--- src/rtl/memory_access_unit.sv ---
// memory_access_unit: M-stage load/store engine over a req/ack bus (clk, rst, pipeline in, StallM/ReadDataM/MisalignM/BusErrM out, mem_* bus)
module memory_access_unit #(
  parameter int DATA_WIDTH = 32,
  parameter int TIMEOUT    = 255
) (
  input  logic                  clk,
  input  logic                  rst,
  input  logic                  MemReadM,
  input  logic                  MemWriteM,
  input  logic [2:0]            funct3M,
  input  logic [DATA_WIDTH-1:0] ALUResultM,
  input  logic [DATA_WIDTH-1:0] WriteDataM,
  output logic                  StallM,
  output logic [DATA_WIDTH-1:0] ReadDataM,
  output logic                  MisalignM,
  output logic                  BusErrM,
  output logic                  mem_req,
  output logic                  mem_we,
  output logic [DATA_WIDTH-1:0] mem_addr,
  output logic [DATA_WIDTH-1:0] mem_wdata,
  output logic [3:0]            mem_be,
  input  logic                  mem_ack,
  input  logic [DATA_WIDTH-1:0] mem_rdata
);
  localparam int CW = TIMEOUT > 0 ? $clog2(TIMEOUT + 1) : 1;
  typedef enum logic [1:0] {IDLE, REQ, DONE} state_t;
  state_t state, state_n;
  logic [CW-1:0] cnt;
  logic [2:0] f3;
  logic [1:0] a_lo;
  logic ld, st, legal, start, timeout;
  logic [3:0] be_n;
  logic [DATA_WIDTH-1:0] wdata_n, rdata_fmt;
  logic [7:0] lb;
  logic [15:0] lh;
  always_comb begin
    ld = MemReadM & ~MemWriteM;
    st = MemWriteM & ~MemReadM;
    legal = (ld | st) & (funct3M[1:0] == 2'b00 ? (ld | ~funct3M[2]) :
                         funct3M[1:0] == 2'b01 ? (ld | ~funct3M[2]) & ~ALUResultM[0] :
                         funct3M == 3'b010     ? ALUResultM[1:0] == 2'b00 : 1'b0);
    start = state == IDLE & (MemReadM | MemWriteM) & legal;
    timeout = TIMEOUT != 0 && !mem_ack && cnt >= CW'(TIMEOUT - 1);
    state_n = state == IDLE ? (start ? REQ : IDLE) :
              state == REQ  ? ((mem_ack | timeout) ? DONE : REQ) : IDLE;
    StallM = ~rst & (start | state == REQ);
    MisalignM = ~rst & state == IDLE & (MemReadM | MemWriteM) & ~legal;
    mem_req = state == REQ;
    be_n = MemWriteM ? (funct3M[1] ? 4'hF : (funct3M[0] ? 4'b0011 : 4'b0001) << ALUResultM[1:0]) : 4'hF;
    wdata_n = funct3M[1] ? WriteDataM : funct3M[0] ? {2{WriteDataM[15:0]}} : {4{WriteDataM[7:0]}};
    lb = mem_rdata[{a_lo, 3'b000} +: 8];
    lh = a_lo[1] ? mem_rdata[31:16] : mem_rdata[15:0];
    rdata_fmt = f3[1] ? mem_rdata : f3[0] ? {{16{~f3[2] & lh[15]}}, lh} : {{24{~f3[2] & lb[7]}}, lb};
  end
  always_ff @(posedge clk) begin
    if (rst) begin
      state <= IDLE;
      cnt <= '0;
      f3 <= '0;
      a_lo <= '0;
      mem_we <= 1'b0;
      mem_be <= '0;
      mem_addr <= '0;
      mem_wdata <= '0;
      ReadDataM <= '0;
      BusErrM <= 1'b0;
    end else begin
      state <= state_n;
      cnt <= state == REQ ? (&cnt ? cnt : cnt + CW'(1)) : '0;
      BusErrM <= state == REQ & timeout;
      if (start) begin
        f3 <= funct3M;
        a_lo <= ALUResultM[1:0];
        mem_we <= MemWriteM;
        mem_be <= be_n;
        mem_addr <= {ALUResultM[DATA_WIDTH-1:2], 2'b00};
        mem_wdata <= wdata_n;
      end
      if (state == REQ & (mem_ack | timeout))
        ReadDataM <= mem_ack & ~mem_we ? rdata_fmt : '0;
    end
  end
endmodule

--- config.mk ---
export PLATFORM = sky130hd
export DESIGN_NAME = memory_access_unit
export DESIGN_NICKNAME = d
export VERILOG_FILES = /design/src/rtl/memory_access_unit.sv
export SDC_FILE = /design/constraint.sdc
export NUM_CORES = 1
export LEC_CHECK = 0
export ABC_CLOCK_PERIOD_IN_PS = 2400
export CORE_ASPECT_RATIO = 1.75
export CORE_MARGIN = 2
export CORE_UTILIZATION = 30
export DETAILED_ROUTE_END_ITERATION = 12
export PLACE_DENSITY = 0.64
export SKIP_CTS_REPAIR_TIMING = 1
export SLEW_MARGIN = 20
export SYNTH_ARGS = -nofsm -noshare
export SYNTH_HDL_FRONTEND = slang
export SYNTH_SLANG_ARGS = --single-unit
export TNS_END_PERCENT = 30
--- constraint.sdc ---
create_clock -name clk -period 2.4 [get_ports clk]
set_clock_uncertainty 0.05 [all_clocks]
set_input_delay 0.48 -clock clk [delete_from_list [all_inputs] [get_ports clk]]
set_output_delay 0.48 -clock clk [all_outputs]
set_load 0.02 [all_outputs]
==> summary.txt, run 1 <==
Number of buffers on the longest clock path -> 2
Overall Power -> 5.279 mW
Initial Util -> 0.3065
Detailed router's first-iteration violation count -> 237
Start-to-end type of the worst setup path -> input pin to output pin
Peak per-stage delay on the critical path -> 520 ps
Post-Syn Area per Cell -> 8.680 um2
TritonCTS clock tree -> done
Remaining max-slew budget at the tightest pin -> 0.4415
Fin crit period -> 2346 ps
Placed cells -> 993
Yosys top cell by area -> sky130_fd_sc_hd__dfxtp_1
Hold WS -> 401.6 ps
# nets final -> 897
Number of warning messages in the yosys log -> 0
Number of buffers added by the clock tree synthesis step -> 17
Critical path capture point type -> output pin
Area occupied by multi-input gates -> 2535 um2
Master of the slowest instance on the critical path -> sky130_fd_sc_hd__clkdlybuf4s50_1
Setup-failing EPs final -> 0
WL final -> 16.72 mm
CTS root buf -> sky130_fd_sc_hd__clkbuf_16
HPWL reported at the end of detailed placement -> 12.44 mm
Flop-to-flop setup slack -> 380 ps
Maximum clock frequency -> 426.2 MHz
GRT Overall Usage -> 0.1843
Antenna violations before repair -> 2
Number of hold violations in the final report -> 0
Most frequent cell on the critical path -> sky130_fd_sc_hd__buf_4
Port buffer count -> 206
Critical path required time -> 1870 ps
Cell types occupying the most area after synthesis -> sky130_fd_sc_hd__dfxtp_1, sky130_fd_sc_hd__nand2_1, sky130_fd_sc_hd__a21oi_1
Max Cap Violations -> 0
Setup repair after global routing missed its margin -> false
Flip-flop and latch area -> 2302 um2
Depth of the CTS H-tree -> 4
Critical Path Start Type -> input pin
Number of pins exceeding their max-slew limit in the final report -> 0
Post-Route Setup TNS -> 0 ps
Number of global-route vias before repair -> 5219
Cell area after placement -> 7448 um2
Vias/cell -> 4.959
Fraction of final layout cells sized beyond drive strength 1 -> 0.1234
Least-Margin Pin Slew -> 837.1 ps
Post-Synthesis Cell Area -> 5017 um2
Filler cells -> 1566
Die area -> 17820 um2
Gpl congestion -> 0.8191
Overflow left after global routing -> 0
Drt pass-1 iters -> 4
Vias -> 5098
Global-route wire length before repair -> 25.81 mm
Most frequently used flop master after synthesis -> sky130_fd_sc_hd__dfxtp_1
Leakage power of the design -> 2.901 nW
Die W -> 101.8 um
Number of clock sinks -> 115
Data arrival time at the worst-slack endpoint -> 1820 ps
Area of the placeable core -> 16370 um2
DRC violation count after routing -> 0
Mapped Cells -> 578
Largest net degree at the start of global routing -> 72
Tightest Hold Check Type -> register to register
Die extent in y -> 175.1 um
Routed WL per cell -> 16.26 um
Top cell type's share of synthesized area -> 0.4589
Post-synth EDFFs -> 0
Ports -> 209
Post-synth ARST share -> 0
Status -> completed
Non-Filler Instances -> 1028
Post-route antenna net violation count -> 0
Synthesis-stage register bit count -> 115
Worst-path fanout max -> 3
Area growth from synthesis to final layout -> 60.92%
Clock transition at the register clock pins on the worst setup and hold paths after CTS -> 60 ps
Post-route cell area -> 8074 um2
Crit-path cells -> clkdlybuf4s50_1 > nor4_2 > buf_4 > or2_2 > a31oi_1 > buf_4
Power per cell area -> 653.9 nW/um2
Sequential cell area fraction in the yosys report -> 0.4589
Worst VDD drop -> 0.4335 mV
Fraction of the cycle the final worst path needs -> 0.9776
Number of distinct library cells after synthesis -> 45
Floorplan row count -> 62
Clock latency reported for the late side of the worst-skew pair -> 400 ps
==> worst max-delay path, delay by kind of cell <==
| family | cells | cell delay [ps] |
|---|---|---|
| buffers and inverters | 3 | 830 |
| AND/OR/NAND/NOR | 2 | 330 |
| AO/OA/AOI/OAI | 1 | 180 |
==> cells in the final DEF, fill, tap and decap left out, types with 16 or more instances in the layout <==
cell,n
sky130_fd_sc_hd__clkdlybuf4s50_1,198
sky130_fd_sc_hd__dfxtp_1,115
sky130_fd_sc_hd__nand2_1,105
sky130_fd_sc_hd__a21oi_1,53
sky130_fd_sc_hd__buf_4,29
sky130_fd_sc_hd__nor2_1,28
sky130_fd_sc_hd__nor2b_1,26
sky130_fd_sc_hd__o21ai_0,17
sky130_fd_sc_hd__clkbuf_16,17
sky130_fd_sc_hd__nand3b_1,16
sky130_fd_sc_hd__o31ai_1,16
==> cell families (layout without fill, tap and decap cells) <==
kind of cell    count (synthesis)  after routing  synth area share
simple gates                  230            230            0.2287
compound gates                153            153            0.2080
flops                         115            115            0.4589
buf+inv                        52            275           0.04389
mux                            20             20           0.04464
fa+ha+maj                       4              4          0.009975
xor+xnor                        3              3          0.005238
other cells                     1              4         0.0007474
==> power breakdown <==
group / internal [mW] / switching, mW / leakage [nW] / total, mW
sequential: 1.98 / 0.0432 / 0.931 / 2.02
clock: 1.57 / 0.950 / 0.287 / 2.52
combinational: 0.389 / 0.355 / 1.68 / 0.744
==> path summary, 6_finish.rpt <==
path                   endpoint           from  depth (start not counted)
setup / recovery      MisalignM  ALUResultM[1]                          6
hold / removal     mem_wdata[2]   mem_wdata[2]                          2
setup reg to reg  ReadDataM[10]       state[0]                          4
hold reg to reg    mem_wdata[2]   mem_wdata[2]                          2
==> flip-flops by register name (all words and copies together) (netlist names) <==
name / flops
cnt: 8
mem_we: 1
state: 2
mem_wdata: 32
f3: 3
mem_addr: 30
a_lo: 2
ReadDataM: 32
BusErrM: 1
mem_be: 4
==> stage by stage <==
step | util | setup WS [ps]
after floorplan | - | 69.33
after global placement | 0.4551 | -527.5
after detailed placement | 0.4551 | -571.9
after CTS | 0.4911 | -581.9
after global routing | 0.4933 | 20.90
final | 0.4933 | 53.65
==> cell usage after synthesis, types with 3 or more instances <==
master	number
sky130_fd_sc_hd__ha_1	4
sky130_fd_sc_hd__and2_1	8
sky130_fd_sc_hd__a221o_2	10
sky130_fd_sc_hd__nor2_1	29
sky130_fd_sc_hd__o21ai_0	17
sky130_fd_sc_hd__inv_1	6
sky130_fd_sc_hd__dfxtp_1	115
sky130_fd_sc_hd__nor2b_1	26
sky130_fd_sc_hd__nor3_1	12
sky130_fd_sc_hd__a21oi_1	54
sky130_fd_sc_hd__a221o_1	14
sky130_fd_sc_hd__nand3b_1	16
sky130_fd_sc_hd__nand2_1	105
sky130_fd_sc_hd__o21bai_1	8
sky130_fd_sc_hd__clkbuf_1	34
sky130_fd_sc_hd__mux2_2	9
sky130_fd_sc_hd__buf_1	6
sky130_fd_sc_hd__nand3_1	5
sky130_fd_sc_hd__a31oi_1	13
sky130_fd_sc_hd__nand2b_1	5
sky130_fd_sc_hd__or3_1	10
sky130_fd_sc_hd__mux2i_1	10
sky130_fd_sc_hd__and3_1	3
sky130_fd_sc_hd__a211oi_1	10
sky130_fd_sc_hd__o31ai_1	16
sky130_fd_sc_hd__o2bb2ai_1	8
==> metal layers <==
metal / global-route usage / routed length, um
met1: 0.1942 / 6162
met2: 0.3237 / 8719
met3: 0.05120 / 1114
met4: 0.09797 / 719
met5: 0 / 0
==> final cells by class <==
class / instances / area share
timing repair buffer: 237 / 0.2896
clock buffer: 18 / 0.05439
inverter: 6 / 0.002789
sequential: 115 / 0.2851
multi-input combinational: 412 / 0.3140
antenna: 2 / 0.0006199
clock inverter: 14 / 0.01875
tap: 224 / 0.03471
(Power assumes the default switching activity.)
==> inputs of run 2 (changes only) <==
REMOVE_ABC_BUFFERS = 1   (was unset)
==> summary.txt, run 2 (synthesis gave the netlist of run 1 again) <==
Gpl congestion -> 0.8252 (+0.74%)
Critical Path Start Type -> register
Fin crit period -> 2331 ps (-15.21 ps)
Number of clock sinks -> 115 (unchanged)
Worst VDD drop -> 0.4696 mV (+8.3%)
Switching share of power -> 0.2524 (-0.002858)
Worst-path fanout max -> 4 (+1)
Clock network power share -> 0.461 (-0.016)
TritonCTS clock tree -> done
Setup repair after global routing missed its margin -> false
Share of power burned in combinational logic -> 0.145 (+0.004)
Cell area after placement -> 7473 um2 (+0.34%)
HPWL reported at the end of detailed placement -> 11.72 mm (-5.8%)
Antenna violations before repair -> 1 (-1)
Remaining max-slew budget at the tightest pin -> 0.4835 (+0.04204)
Diode insertion count for antenna repair -> 0 (-2)
Flip-flop and latch area -> 2302 um2 (unchanged)
Initial Util -> 0.3065 (unchanged)
Post-route cell area -> 8087 um2 (+0.16%)
Critical path capture point type -> output pin
Maximum clock frequency -> 429.0 MHz (+0.65%)
Largest net degree at the start of global routing -> 78 (+8.3%)
Sequential group share of total power -> 0.394 (+0.012)
Area of the placeable core -> 16370 um2 (unchanged)
Number of hold violations in the final report -> 0 (unchanged)
Area occupied by multi-input gates -> 2567 um2 (+1.3%)
Detailed router's first-iteration violation count -> 195 (-18%)
Regs by FF count -> ReadDataM (32), mem_wdata (32), mem_addr (30)
Util after Layout -> 0.4940 (+0.0007650)
Post-route antenna net violation count -> 0 (unchanged)
Data arrival time at the worst-slack endpoint -> 1800 ps (-20 ps)
Power per cell area -> 634.4 nW/um2 (-3.0%)
Post-Route Setup TNS -> 0 ps (unchanged)
Setup-failing EPs final -> 0 (unchanged)
Overflow left after global routing -> 0 (unchanged)
WL final -> 16.37 mm (-2.1%)
Int Power -> 3.835 mW (-2.4%)
Max Cap Violations -> 0 (unchanged)
Top library cells by usage in the layout, fill and taps aside -> sky130_fd_sc_hd__clkdlybuf4s50_1, sky130_fd_sc_hd__dfxtp_1, sky130_fd_sc_hd__nand2_1
GRT Overall Usage -> 0.1846 (+0.0003173)
Clock transition at the register clock pins on the worst setup and hold paths after CTS -> 60 ps (about the same)
Ports -> 209 (unchanged)
Least-Margin Pin Slew -> 774.7 ps (-62.43 ps)
Floorplan row count -> 62 (unchanged)
Tightest Hold Check Type -> input pin to register
Global-route wire length before repair -> 25.98 mm (+0.64%)
Clock latency reported for the late side of the worst-skew pair -> 410 ps (about the same)
Most frequent standard cell in the layout excluding fill and tap cells -> sky130_fd_sc_hd__clkdlybuf4s50_1
Routed WL per cell -> 15.94 um (-2.0%)
Start-to-end type of the worst setup path -> register to output pin
Vias -> 5112 (+0.27%)
Port buffer count -> 206 (unchanged)
Status -> completed
Number of buffers on the longest clock path -> 2 (unchanged)
Area growth from synthesis to final layout -> 61.17%
# nets final -> 899 (+0.22%)
Pre-CTS setup slack -> -617.4 ps (-45.46 ps)
Vias/cell -> 4.978 (+0.37%)
Die W -> 101.8 um (unchanged)
Sw power -> 1.295 mW (-3.9%)
Die extent in y -> 175.1 um (unchanged)
Depth of the CTS H-tree -> 4 (unchanged)
CTS root buf -> sky130_fd_sc_hd__clkbuf_16
DRC violation count after routing -> 0 (unchanged)
Die area -> 17820 um2 (unchanged)
Number of buffers added by the clock tree synthesis step -> 17 (unchanged)
Fraction of the cycle the final worst path needs -> 0.9713 (-0.006336)
Critical path required time -> 1870 ps (about the same)
Setup WS post-layout -> 68.86 ps (+15.21 ps)
Fraction of final layout cells sized beyond drive strength 1 -> 0.1233 (-0.0001537)
Filler cells -> 1561 (-0.32%)
Number of pins exceeding their max-slew limit in the final report -> 0 (unchanged)
Drt pass-1 iters -> 6 (+2)
Number of global-route vias before repair -> 5202 (-0.33%)
Leakage power of the design -> 2.920 nW (+0.68%)
[run 2: cell types whose count changed in the layout (fill, tap and decap cells not counted), sizes merged]
cell / change
clkinv: +2
diode: -2
clkbuf: +3
dlymetal6s2s: +1
clkdlybuf4s50: -1
inv: -4
clkinvlp: -1
bufinv: -1
buf: +2
[run 2: path summary, 6_finish.rpt]
check | from | endpoint | slack [ps] | depth (start not counted)
worst max-delay path | state[0] | mem_req | 70 | 3
worst min-delay path | rst | f3[0] | 390 | 3
worst max register to register | state[0] | ReadDataM[13] | 300 | 4
worst min register to register | mem_addr[5] | mem_addr[5] | 400 | 2
[run 2: final cells by class]
cell class,count,share of cell area
inverters,6,0.002785
repair buffers,239,0.2929
clock buffers,21,0.05694
flip-flops and latches,115,0.2847
well taps,224,0.03466
clock inverters,10,0.01052
multi-input cells,412,0.3175
[run 2: critical path, cell delays in order (launching register included)]
cell and delay (ps):
sky130_fd_sc_hd__dfxtp_1 400, sky130_fd_sc_hd__nor2b_1 200, sky130_fd_sc_hd__buf_4 160, sky130_fd_sc_hd__clkdlybuf4s50_1 630
[run 2: power by group through the flow]
stage               registers [mW]  clock network [mW]  logic, mW
global route                  2.03                2.50      0.803
finish                        2.02                2.36      0.746
detailed placement            2.06                   0      0.738
global placement              2.06                   0      0.729
CTS                           2.02                2.43      0.742
floorplan                     2.13                   0      0.207
[run 2: stage by stage]
step / total power, mW / instances / hold slack (ps)
2_1_floorplan: 2.336 / 533 / 373.6
3_3_place_gp: 2.787 / 995 / 393.1
3_5_place_dp: 2.799 / 995 / 397.4
4_1_cts: 5.194 / 1026 / 370.4
5_1_grt: 5.335 / 1027 / 407.0
6_report: 5.130 / 1027 / 391.5
[run 2: per-layer routing]
layer / track usage / vias up / share of wire
met4: 0.08727 / 0 / 0.034
met2: 0.3226 / 198 / 0.52
met3: 0.05480 / 37 / 0.063
met5: 0 / - / 0
met1: 0.1986 / 2407 / 0.38
li1: - / 2470 / -
